## src/rtl/multicycle_ctrl.sv

```systemverilog
// Multicycle fetch/decode/execute control unit for the 16-bit datapath.
// Only the state and the sticky illegal flag are stored; all strobes decode from state and IR.
module multicycle_ctrl #(
    parameter int IR_W   = 16,
    parameter int OP_W   = 4,
    parameter int RF_AW  = 4,
    parameter int D_AW   = 8,
    parameter int PC_W   = 8,
    parameter int ALU_SW = 4
) (
    input  logic              clk,
    input  logic              rst_n,
    input  logic [IR_W-1:0]   ir,
    input  logic [PC_W-1:0]   pc,
    input  logic              alu_z,
    input  logic              d_rdy,
    input  logic              resume,
    output logic              pc_clr,
    output logic              pc_ic,
    output logic              pc_ld,
    output logic [PC_W-1:0]   pc_tgt,
    output logic              ir_ld,
    output logic [D_AW-1:0]   d_addr,
    output logic              d_rd,
    output logic              d_wr,
    output logic              rf_s,
    output logic              rf_w_en,
    output logic [RF_AW-1:0]  rf_a_addr,
    output logic [RF_AW-1:0]  rf_b_addr,
    output logic [RF_AW-1:0]  rf_w_addr,
    output logic [ALU_SW-1:0] alu_s,
    output logic              halted,
    output logic              illegal,
    output logic [3:0]        dbg_state
);

    typedef enum logic [3:0] {
        S_INIT   = 4'd0,
        S_FETCH  = 4'd1,
        S_DECODE = 4'd2,
        S_NOOP   = 4'd3,
        S_ALU    = 4'd4,
        S_LOAD_A = 4'd5,
        S_LOAD_B = 4'd6,
        S_STORE  = 4'd7,
        S_JMP    = 4'd8,
        S_BR     = 4'd9,
        S_HALT   = 4'd10,
        S_ILL    = 4'd11
    } state_t;

    localparam logic [OP_W-1:0] OP_NOOP  = OP_W'(0);
    localparam logic [OP_W-1:0] OP_LOAD  = OP_W'(1);
    localparam logic [OP_W-1:0] OP_STORE = OP_W'(2);
    localparam logic [OP_W-1:0] OP_ADD   = OP_W'(3);
    localparam logic [OP_W-1:0] OP_SUB   = OP_W'(4);
    localparam logic [OP_W-1:0] OP_HALT  = OP_W'(5);
    localparam logic [OP_W-1:0] OP_JMP   = OP_W'(6);
    localparam logic [OP_W-1:0] OP_BEQ   = OP_W'(7);
    localparam logic [OP_W-1:0] OP_BNE   = OP_W'(8);

    localparam logic [ALU_SW-1:0] ALU_ADD = ALU_SW'(1);
    localparam logic [ALU_SW-1:0] ALU_SUB = ALU_SW'(2);

    state_t state_q, state_d;
    logic   illegal_q, illegal_d;

    logic [OP_W-1:0]  opcode;
    logic [RF_AW-1:0] rd, rb, ra, st_src;
    logic [D_AW-1:0]  ld_addr, st_addr;
    logic [PC_W-1:0]  jmp_tgt, br_off;
    logic             br_taken;

    assign opcode   = ir[IR_W-1 -: OP_W];
    assign rd       = ir[RF_AW-1:0];
    assign rb       = ir[2*RF_AW-1:RF_AW];
    assign ra       = ir[3*RF_AW-1:2*RF_AW];
    assign ld_addr  = ir[D_AW+RF_AW-1:RF_AW];
    assign st_addr  = ir[D_AW-1:0];
    assign st_src   = ir[D_AW+RF_AW-1:D_AW];
    assign jmp_tgt  = ir[PC_W-1:0];
    assign br_off   = {{(PC_W-RF_AW){ir[RF_AW-1]}}, ir[RF_AW-1:0]};
    assign br_taken = (opcode == OP_BEQ) ? alu_z : ~alu_z;

    always_comb begin
        state_d   = state_q;
        illegal_d = illegal_q;
        case (state_q)
            S_INIT:   state_d = S_FETCH;
            S_FETCH:  state_d = S_DECODE;
            S_DECODE: begin
                case (opcode)
                    OP_NOOP:        state_d = S_NOOP;
                    OP_LOAD:        state_d = S_LOAD_A;
                    OP_STORE:       state_d = S_STORE;
                    OP_ADD, OP_SUB: state_d = S_ALU;
                    OP_HALT:        state_d = S_HALT;
                    OP_JMP:         state_d = S_JMP;
                    OP_BEQ, OP_BNE: state_d = S_BR;
                    default: begin
                        state_d   = S_ILL;
                        illegal_d = 1'b1;
                    end
                endcase
            end
            S_LOAD_A: if (d_rdy) state_d = S_LOAD_B;
            S_HALT:   if (resume) state_d = S_FETCH;
            // The trap is terminal: only reset leaves it.
            S_ILL:    state_d = S_ILL;
            S_NOOP, S_ALU, S_LOAD_B, S_STORE, S_JMP, S_BR: state_d = S_FETCH;
            default:  state_d = S_INIT;
        endcase
    end

    always_ff @(posedge clk or negedge rst_n) begin
        if (!rst_n) begin
            state_q   <= S_INIT;
            illegal_q <= 1'b0;
        end else begin
            state_q   <= state_d;
            illegal_q <= illegal_d;
        end
    end

    always_comb begin
        pc_clr    = 1'b0;
        pc_ic     = 1'b0;
        pc_ld     = 1'b0;
        pc_tgt    = '0;
        ir_ld     = 1'b0;
        d_addr    = '0;
        d_rd      = 1'b0;
        d_wr      = 1'b0;
        rf_s      = 1'b0;
        rf_w_en   = 1'b0;
        rf_a_addr = '0;
        rf_b_addr = '0;
        rf_w_addr = '0;
        alu_s     = '0;
        halted    = 1'b0;
        case (state_q)
            S_INIT:   pc_clr = 1'b1;
            S_FETCH:  ir_ld  = 1'b1;
            S_DECODE: pc_ic  = 1'b1;
            S_ALU: begin
                rf_a_addr = ra;
                rf_b_addr = rb;
                rf_w_addr = rd;
                alu_s     = (opcode == OP_ADD) ? ALU_ADD : ALU_SUB;
                rf_w_en   = 1'b1;
            end
            // Read strobe and write-back address are held for every wait cycle.
            S_LOAD_A: begin
                d_addr    = ld_addr;
                d_rd      = 1'b1;
                rf_w_addr = rd;
                rf_s      = 1'b1;
            end
            S_LOAD_B: begin
                d_addr    = ld_addr;
                rf_s      = 1'b1;
                rf_w_en   = 1'b1;
                rf_w_addr = rd;
            end
            S_STORE: begin
                d_addr    = st_addr;
                rf_a_addr = st_src;
                d_wr      = 1'b1;
            end
            S_JMP: begin
                pc_ld  = 1'b1;
                pc_tgt = jmp_tgt;
            end
            S_BR: begin
                rf_a_addr = ra;
                rf_b_addr = rb;
                alu_s     = ALU_SUB;
                if (br_taken) begin
                    pc_ld  = 1'b1;
                    pc_tgt = pc + br_off;
                end
            end
            S_HALT, S_ILL: halted = 1'b1;
            default: ;
        endcase
    end

    assign illegal   = illegal_q;
    assign dbg_state = state_q;

endmodule

```

## config.mk

```make
export PLATFORM = sky130hd
export DESIGN_NAME = multicycle_ctrl
export DESIGN_NICKNAME = d
export VERILOG_FILES = /design/src/rtl/multicycle_ctrl.sv
export SDC_FILE = /design/constraint.sdc
export NUM_CORES = 1
export LEC_CHECK = 0
export CELL_PAD_IN_SITES_DETAIL_PLACEMENT = 1
export CELL_PAD_IN_SITES_GLOBAL_PLACEMENT = 1
export CORE_MARGIN = 5
export CORE_UTILIZATION = 26
export CTS_BUF_LIST = sky130_fd_sc_hd__clkbuf_4
export CTS_CLUSTER_DIAMETER = 30
export DETAILED_ROUTE_END_ITERATION = 7
export GPL_TIMING_DRIVEN = 1
export PLACE_DENSITY_LB_ADDON = 0.1
export SLEW_MARGIN = 20
export SYNTH_ARGS = -nofsm -noshare
export SYNTH_HDL_FRONTEND = slang
export SYNTH_SLANG_ARGS = --single-unit
```

## constraint.sdc

```tcl
create_clock -name clk -period 5.7 [get_ports clk]
set_input_delay 1.425 -clock clk [delete_from_list [all_inputs] [get_ports clk]]
set_output_delay 1.425 -clock clk [all_outputs]
set_load 0.01 [all_outputs]
```

==> flow_summary.ini <==
[yosys]
avgSynthCellArea_sq_um = 8.25
syn-instance-count = 128
ys_ff_latch = 5
synth_area_sq_um = 1060
synth.distinct_cells = 46
yosysSeqAreaShare_pct = 11.8
yosys_warnings = 0

[clock_tree]
root_buffer = clkbuf_4
cts_resized = 0
post_cts_buffers = 0
clock_latency_ns = 0.24
cts_buffers = 3
cts_tree = built
clk_path_buf_depth = 2
h-tree-depth = 1
clk_pin_slew_ns = 0.05
clkSinkCount = 5
hold_buffers = 0

[sta]
fmax_mhz = 183
skew_ns = 0.00235
slew_headroom_pct = 65.6
tns_ns = 0
rsz0062_at_grt = no
final-hold-violation-count = 0
period_needed_ns = 5.45
fin_crit_sh_pct = 95.7
tightest_slew_ns = 0.512
slew_violations = 0
setup_viol = 0

[floorplan]
die_area_sq_um = 5440
initial_core_util_pct = 26.6
die_w_microns = 73.7
fp-row-count = 23
core_area_sq_um = 3970
ioPinCount = 75
die_h_microns = 73.7

[critical_path]
cp_data_arrival_time_ns = 4.03
path_class = in2out
ff2ff_setup_slack_ns = 4.07
start_kind = primary input
cp_max_fo = 4
worstPathRequired_ns = 4.28
endpoint_kind = output pin

[pwr]
netSwitchingFraction_pct = 45.1
internal_power_mw = 0.282
p_per_area_nw_per_um2 = 283
total_power_mw = 0.513
combPwrFrac_pct = 72.1
switching_power_mw = 0.231
power.leakage_nw = 0.690
seqPwrFrac_pct = 18.7
clock_power_share_pct = 9.3
vdd_drop_max_v = 0.000119

[grt]
grt_pass1_wl_microns = 6500
grt-ovfl-total = 0
grt_pass1_vias = 1287
track_usage_pct = 14.9
grt_start_max_net_pins = 16
antenna_found_initial = 0

[route]
num_vias = 1251
routed_via_density = 5.06
final_antenna_net_count = 0
wl_per_cell_microns = 16.4
routed_wl_microns = 4050
drc = 0
firstDrtPassIters = 4
drt_iter0_drc = 22

[run_status]
outcome = completed

[finish]
layout_commonest_cell = clkdlybuf4s50_1
final_area_sq_um = 1810
post-route-util_pct = 45.6
layout-drive-gt1-share_pct = 12.2
n_antenna_cell = 0
fin_nets = 235
fillers = 469
area_growth_pct = 71.4
final_cells = 247
most-common-layout-cells = 72 x clkdlybuf4s50_1, 9 x a21oi_1, 8 x a22o_1, 8 x and2_1

[placed_design]
post_dp_cell_area_sq_um = 1780
place_inst = 243
place_hpwl_microns = 3460
portBuffers = 72
gp_congestion = 0.757

[hold_path]
hold_path_class = reg2reg

[flow_run]
drv_cap = 0
## metrics by stage
stage,worst slack (ns),hold WS (ns)
2_1_floorplan,1.44,0.512
3_3_place_gp,0.392,0.455
3_5_place_dp,0.262,0.473
4_1_cts,0.259,0.486
5_1_grt,0.0798,0.517
6_report,0.245,0.481
## synth_stat cells, drive strengths merged
library cell / n / area [sq um]
or2: 1 / 6.26
o21ai: 6 / 30.0
nand4: 1 / 6.26
a31o: 2 / 17.5
nor3: 4 / 36.3
a22o: 15 / 140
a21o: 3 / 23.8
a211oi: 1 / 7.51
nand3: 2 / 10.0
a22oi: 1 / 7.51
dfrtp: 5 / 125
o32ai: 2 / 17.5
clkbuf: 1 / 5.00
nor4: 2 / 12.5
nor2b: 7 / 43.8
and3b: 1 / 8.76
nand2b: 5 / 38.8
nor4b: 1 / 8.76
and2: 8 / 50.1
xor2: 5 / 43.8
conb: 1 / 3.75
o21a: 2 / 15.0
o41ai: 1 / 8.76
inv: 1 / 3.75
a31oi: 1 / 6.26
buf: 7 / 57.6
or3: 2 / 15.0
xnor2: 4 / 35.0
nor2: 7 / 33.8
ha: 7 / 87.6
nor3b: 3 / 32.5
nand2: 7 / 28.8
a21oi: 10 / 61.3
o21bai: 1 / 7.51
fa: 1 / 20.0
## area by class of cell
type	count	area, sq um	share of cell area [%]
clock buffers	4	30.0	1.66
inverters	1	3.75	0.207
repair buffers	72	721	39.8
multi-input cells	115	868	48.0
well taps	50	62.6	3.46
flip-flops and latches	5	125	6.91
## power by group through the flow
stage	Clock [mW]	Sequential [mW]	Combinational, mW
final	0.0475	0.0957	0.369
after global routing	0.0527	0.101	0.400
after CTS	0.0487	0.0959	0.376
after detailed placement	0	0.0972	0.374
after global placement	0	0.0949	0.369
after floorplan	0	0.0723	0.232
## worst max-delay path, cell delays in order
cell             delay, ns
clkdlybuf4s50_1       0.46
ha_1                  0.26
fa_1                  0.43
a211oi_1              0.31
o21bai_1              0.12
a21oi_1               0.19
xnor2_1               0.14
a22o_2                0.14
clkdlybuf4s50_1       0.54
## metal layers
layer,vias to the layer above,GRT usage (%),part of all wire (%)
li1,610,-,-
met1,590,19.5,43
met2,47,25.8,49
met3,4,2.46,6.7
met4,0,2.62,1.3
met5,-,0,0
## final timing paths
kind	startpoint	to	depth (start not counted)
worst max-delay path	ir[0]	pc_tgt[6]	9
worst min-delay path	illegal$_DFFE_PN0P_	illegal$_DFFE_PN0P_	1
worst max register to register	dbg_state[1]$_DFFE_PN0P_	dbg_state[0]$_DFFE_PN0P_	4
worst min register to register	illegal$_DFFE_PN0P_	illegal$_DFFE_PN0P_	1
max in group asynchronous	rst_n	illegal$_DFFE_PN0P_	1
min in group asynchronous	rst_n	dbg_state[1]$_DFFE_PN0P_	1
## kinds of logic (layout without fill, tap and decap cells)
group / after synthesis / after routing / synth area share [%]
AND/OR/NAND/NOR: 51 / 51 / 31.4
AO/OA/AOI/OAI: 45 / 45 / 32.5
buffers and inverters: 9 / 77 / 6.28
flip-flops: 5 / 5 / 11.8
adder cells (fa/ha/maj): 8 / 8 / 10.2
other: 1 / 2 / 0.355
XOR/XNOR: 9 / 9 / 7.46
## sequential cells by signal, summed over array words and instances (netlist names)
| register | cells |
|---|---|
| dbg_state | 4 |
| illegal | 1 |
Power figures use the tool's default switching activity.
